==> src/rtl/bus_rr_arbiter.sv <==
// Round-robin shared-bus arbiter for NUM_M masters and NUM_S slaves, with an optional burst limit.
// Slaves are decoded from the top address bits; read data returns one cycle later through a registered select.
module bus_rr_arbiter #(
  parameter int NUM_M     = 2,
  parameter int NUM_S     = 3,
  parameter int AW        = 16,
  parameter int DW        = 64,
  parameter int MAX_BURST = 4
) (
  input  logic                clk,
  input  logic                reset,
  input  logic [NUM_M-1:0]    m_req,
  input  logic [NUM_M-1:0]    m_wr,
  input  logic [NUM_M*AW-1:0] m_addr,
  input  logic [NUM_M*DW-1:0] m_dout,
  output logic [NUM_M-1:0]    m_grant,
  output logic [DW-1:0]       m_din,
  output logic [NUM_S-1:0]    s_sel,
  output logic                s_wr,
  output logic [AW-1:0]       s_addr,
  output logic [DW-1:0]       s_din,
  input  logic [NUM_S*DW-1:0] s_dout
);

  localparam int MB = $clog2((NUM_M > 2) ? NUM_M : 2);
  localparam int SB = $clog2((NUM_S > 2) ? NUM_S : 2);
  localparam int CW = (MAX_BURST > 0) ? $clog2(MAX_BURST + 1) : 1;

  typedef enum logic {IDLE, OWN} state_t;

  state_t         state_p0, state_n;
  logic [MB-1:0]  owner_p0, owner_n, last_p0, last_n, pick;
  logic [CW-1:0]  cnt_p0, cnt_n;
  logic           pick_vld, limit_hit, own_vld, wr_own, mapped;
  logic [NUM_M-1:0] cand;
  logic [SB-1:0]  idx, rd_sel_p1;
  logic           rd_vld_p1;

  function automatic logic [CW-1:0] sat_inc(input logic [CW-1:0] c);
    if (int'(c) >= MAX_BURST) return c;
    return c + 1'b1;
  endfunction

  // Round-robin pick: scan from last+1; the current owner never competes against itself.
  always_comb begin
    cand = m_req;
    if (state_p0 == OWN) cand[owner_p0] = 1'b0;
    pick     = '0;
    pick_vld = 1'b0;
    for (int k = 1; k <= NUM_M; k++) begin
      if (!pick_vld && cand[(int'(last_p0) + k) % NUM_M]) begin
        pick_vld = 1'b1;
        pick     = MB'((int'(last_p0) + k) % NUM_M);
      end
    end
  end

  assign limit_hit = (MAX_BURST != 0) && (int'(cnt_p0) == MAX_BURST - 1);

  always_comb begin
    state_n = state_p0;
    owner_n = owner_p0;
    last_n  = last_p0;
    cnt_n   = cnt_p0;
    case (state_p0)
      IDLE: begin
        if (pick_vld) begin
          state_n = OWN;
          owner_n = pick;
          last_n  = pick;
          cnt_n   = '0;
        end
      end
      OWN: begin
        if (!m_req[owner_p0] || (limit_hit && pick_vld)) begin
          if (pick_vld) begin
            owner_n = pick;
            last_n  = pick;
            cnt_n   = '0;
          end else begin
            state_n = IDLE;
            cnt_n   = '0;
          end
        end else if (!limit_hit) begin
          cnt_n = sat_inc(cnt_p0);
        end
      end
      default: state_n = IDLE;
    endcase
  end

  // Stage p0: arbiter state; stage p1: read-return select.
  always_ff @(posedge clk) begin
    if (reset) begin
      state_p0  <= IDLE;
      owner_p0  <= '0;
      last_p0   <= MB'(NUM_M - 1);
      cnt_p0    <= '0;
      rd_vld_p1 <= 1'b0;
    end else begin
      state_p0  <= state_n;
      owner_p0  <= owner_n;
      last_p0   <= last_n;
      cnt_p0    <= cnt_n;
      rd_vld_p1 <= own_vld && !wr_own && mapped;
    end
  end

  always_ff @(posedge clk) begin
    rd_sel_p1 <= idx;
  end

  assign own_vld = (state_p0 == OWN);

  always_comb begin
    s_addr = '0;
    s_din  = '0;
    wr_own = 1'b0;
    for (int i = 0; i < NUM_M; i++) begin
      if (own_vld && owner_p0 == MB'(i)) begin
        s_addr = m_addr[i*AW +: AW];
        s_din  = m_dout[i*DW +: DW];
        wr_own = m_wr[i];
      end
    end
  end

  assign idx    = s_addr[AW-1 -: SB];
  assign mapped = own_vld && (int'(idx) < NUM_S);
  assign s_wr   = wr_own && mapped;

  always_comb begin
    s_sel = '0;
    for (int k = 0; k < NUM_S; k++) s_sel[k] = mapped && (idx == SB'(k));
  end

  always_comb begin
    m_grant = '0;
    for (int i = 0; i < NUM_M; i++) m_grant[i] = own_vld && (owner_p0 == MB'(i));
  end

  always_comb begin
    m_din = '0;
    for (int k = 0; k < NUM_S; k++) begin
      if (rd_vld_p1 && rd_sel_p1 == SB'(k)) m_din = s_dout[k*DW +: DW];
    end
  end

endmodule
==> config.mk <==
export PLATFORM = sky130hd
export DESIGN_NAME = bus_rr_arbiter
export DESIGN_NICKNAME = d
export VERILOG_FILES = /design/src/rtl/bus_rr_arbiter.sv
export SDC_FILE = /design/constraint.sdc
export NUM_CORES = 1
export LEC_CHECK = 0
export ABC_AREA = 1
export CAP_MARGIN = 20
export CORE_AREA = 2 2 196 198
export CTS_BUF_LIST = sky130_fd_sc_hd__clkbuf_4 sky130_fd_sc_hd__clkbuf_8
export DETAILED_ROUTE_END_ITERATION = 6
export DIE_AREA = 0 0 198 200
export GPL_TIMING_DRIVEN = 0
export PLACE_DENSITY = 0.45
export SKIP_CTS_REPAIR_TIMING = 1
export SLEW_MARGIN = 5
export SYNTH_ARGS = -nofsm -noshare
export SYNTH_HDL_FRONTEND = slang
export SYNTH_SLANG_ARGS = --single-unit
==> constraint.sdc <==
create_clock -name clk -period 2.1 [get_ports clk]
set_input_delay 0.42 -clock clk [delete_from_list [all_inputs] [get_ports clk]]
set_output_delay 0.42 -clock clk [all_outputs]
set_load 0.05 [all_outputs]
==> results of run 1 <==
[per-stage QoR]
stage                     TNS [ps]  hold WS [ps]  setup WS [ps]
after CTS                  -124860           467          -1180
final                            0           466           32.3
after floorplan               -327           430           -164
after global placement      -87690           443           -925
after detailed placement    -86820           453           -908
after global routing          -237           489          -23.3
[flip-flops by register name (all words and copies together) (netlist names)]
register / cells
last_p0: 1
cnt_p0: 3
own_vld: 1
owner_p0: 1
rd_sel_p1: 2
rd_vld_p1: 1
[per-layer routing]
metal,wire length (µm),track usage,vias to the layer above,share of wire
met5,0,0,-,0
li1,-,-,2737,-
met2,15300,0.261,331,0.54
met4,510,0.0239,0,0.018
met3,2360,0.0313,20,0.083
met1,10300,0.134,2588,0.36
[logic make-up (layout without fill, tap and decap cells)]
| family | Yosys count | count (layout) |
|---|---|---|
| buf+inv | 72 | 587 |
| other cells | 0 | 1 |
| simple gates | 231 | 231 |
| flops | 9 | 9 |
| fa+ha+maj | 2 | 2 |
| compound gates | 151 | 151 |
[worst paths after layout]
check        slack (ps)  depth (start not counted)        end  startpoint
max                  30                          7  m_din[24]   rd_vld_p1
max reg2reg         660                          7  cnt_p0[1]   cnt_p0[0]
min reg2reg         470                          2    last_p0     last_p0
min                 470                          2    last_p0     last_p0
[cell type report]
class | instances | area, µm²
antenna | 1 | 2.50
buffer | 50 | 418
clock buffer | 4 | 48.8
fill | 4202 | 28700
inverter | 22 | 90.1
multi-input combinational | 384 | 2620
sequential | 9 | 188
tap | 511 | 639
timing repair buffer | 511 | 4730
[worst register-to-register path: stages, from the launching register on]
cell     delay (ps)
dfxtp_1         320
ha_1            200
ha_1            200
or2_2           300
nand3_4         110
nand2_1          80
nor2_1           90
nor2_1           50
[placed cells by master, fill, tap and decap left out, types with 2 or more instances in the layout]
cell type        count
ha_1                 2
buf_6               43
a31oi_1              4
clkdlybuf4s50_1    356
inv_1               16
o21ai_2              2
nand2_1             77
dfxtp_1              5
buf_2               27
nand2_4              2
dlymetal6s2s_1       2
o22ai_4              2
dfxtp_2              3
nor2_1              72
buf_4               62
a22o_1              78
a31oi_4              3
clkbuf_4            29
inv_2                4
a31oi_2             57
a21oi_1              4
buf_8                2
nand3_2              2
clkbuf_2            39
nand3_1             70
buf_12               2
clkbuf_8             3
nand2_2              2
[power groups by stage]
stage / clock network [µW] / logic [µW] / registers (µW)
finish: 217 / 2430 / 198
global route: 236 / 2540 / 200
CTS: 229 / 2500 / 194
detailed placement: 0 / 2490 / 198
global placement: 0 / 2480 / 198
floorplan: 0 / 1180 / 195
==> run_results.csv, run 1 <==
group,metric,value,unit
yosys,synthArstFlopShare,0,
detailed_routing,drc,0,
pwr,p_leak,0.00351,µW
finish,utilization,0.234,
global_route,grt_pass1_vias,5777,
place,dp_hpwl,25.2,mm
global_route,gr-usage-all-layers,0.129,
floorplan,dieArea,39600,µm²
sta,rsz0062_at_grt,"true",
pwr,swShare,0.507,
cts,cts_buffer_depth,2,
yosys,synth_common_cells,"a22o_1 (78), nand2_1 (77), nand3_1 (72), nor2_1 (72), a31oi_1 (64)",
yosys,ys_seq_area_frac,0.0681,
detailed_routing,vias,5676,
cts,cts_tree,"built",
cts,ctsHtreeMaxLevel,1,
finish,fin_cells,1492,
critical_path,critPathRequiredTime,1680,ps
finish,drive_gt1_frac,0.297,
floorplan,start_util,0.0708,
global_route,overflow,0,
detailed_routing,dr.first_iter.drc_count,163,
critical_path,cpPeakStageDelay,360,ps
pwr,power_switching,1440,µW
sta,setup_violations,0,
sta,worst_slew_pin_slew,503,ps
cts,cts_sinks,9,
sta,slew-limit-headroom,0.664,
pwr,power.total,2850,µW
yosys,synth_top_area_frac,0.258,
yosys,synth_area_leader_cell,"a22o_1",
critical_path,crit_family,"buffers and inverters",
global_route,antenna_found_initial,1,
yosys,synth_xor_area_frac,0,
finish,final_cell_area,8730,µm²
critical_path,crit_path_top_delay_cell,"dfxtp_2",
detailed_routing,viasPerCell,3.80,
yosys,ys_warn_count,0,
sta,maxSlewViolCount,0,
detailed_routing,wl,28.5,mm
place,gp_congestion,0.781,
yosys,synth-edff-count,0,
floorplan,rows,71,
pwr,power_density,326,nW/µm²
yosys,yosys.area_share.simple,0.375,
critical_path,worstPathMaxFanout,10,
yosys,yosysUniqueCellTypes,23,
floorplan,num_io_pins,508,
yosys,synth_most_common_cell,"a22o_1",
yosys,synth_adder_area_share,0.00946,
pwr,pwr-share-seq,0.070,
yosys,synth_area,2650,µm²
finish,syn_to_final_growth,230,%
finish,fin_nets,1341,
global_route,grt_pass1_wl,37.4,mm
pwr,combPwrFrac,0.854,
cts,clk_latency,230,ps
sta,finalHoldViolations,0,
detailed_routing,first_pass_iters,4,
cts,clk_pin_slew_worst_paths,50,ps
yosys,synth_area_leaders,"a22o_1 (26%), a31oi_1 (15%), nand3_1 (14%), nand2_1 (11%), nor2_1 (10%)",
detailed_routing,drt.antenna.violating_nets,0,
critical_path,startpoint_type,"register",
yosys,postSynthAreaPerCell,5.69,µm²
yosys,synth-compound-area-share,0.429,
yosys,synth_mux_area_frac,0,
yosys,synth_ff_type,"dfxtp_1",
floorplan,die_w,198,µm
critical_path,worstSetupEndpointType,"output pin",
sta,fin_crit_sh,0.985,
job,maxCapViolations,0,
floorplan,die_h,200,µm
yosys,synth_top_family_by_area,"compound AO/OA/AOI/OAI gates",
run_status,outcome,"completed",
critical_path,crit_type,"reg -> out",
sta,max_freq,0.484,GHz
global_route,grt_max_degree,11,
yosys,synth_cells,465,
place,io_buffers,507,
critical_path,crit_path_frequent_cell,"nand2_1",
yosys,syn-num-nets,825,
pwr,irDropWorstVdd,0.195,mV
pwr,intPower,1400,µW
place,dpl.cell_count,1483,
floorplan,core_area,37400,µm²
critical_path,crit_buf_inv,3,
critical_path,arrival,1650,ps
cts,numCtsBuffers,3,
detailed_routing,wl_per_cell,19.1,µm
critical_path,crit_chain,"nand2_1, nor2_4, buf_12, buf_4, nand2_1, a31oi_4, buf_6",
yosys,synth-seq-cells,9,
min_path,hold_path_class,"reg -> reg",
cts,root_buffer,"clkbuf_8",
sta,skew,4.16,ps
sta,period_minus_slack,2070,ps
place,place_area,8750,µm²
pwr,p_clk_frac,0.076,
(Power assumes the default switching activity.)
==> run 2: changes to the inputs <==
--- a/config.mk
+++ b/config.mk
@@ -14,7 +14,7 @@
 export GPL_TIMING_DRIVEN = 0
 export PLACE_DENSITY = 0.45
 export SKIP_CTS_REPAIR_TIMING = 1
-export SLEW_MARGIN = 5
+export SLEW_MARGIN = 20
 export SYNTH_ARGS = -nofsm -noshare
 export SYNTH_HDL_FRONTEND = slang
 export SYNTH_SLANG_ARGS = --single-unit
==> results of run 2 <==
Same layout as run 1: the final DEF is identical, and so are final timing and power.
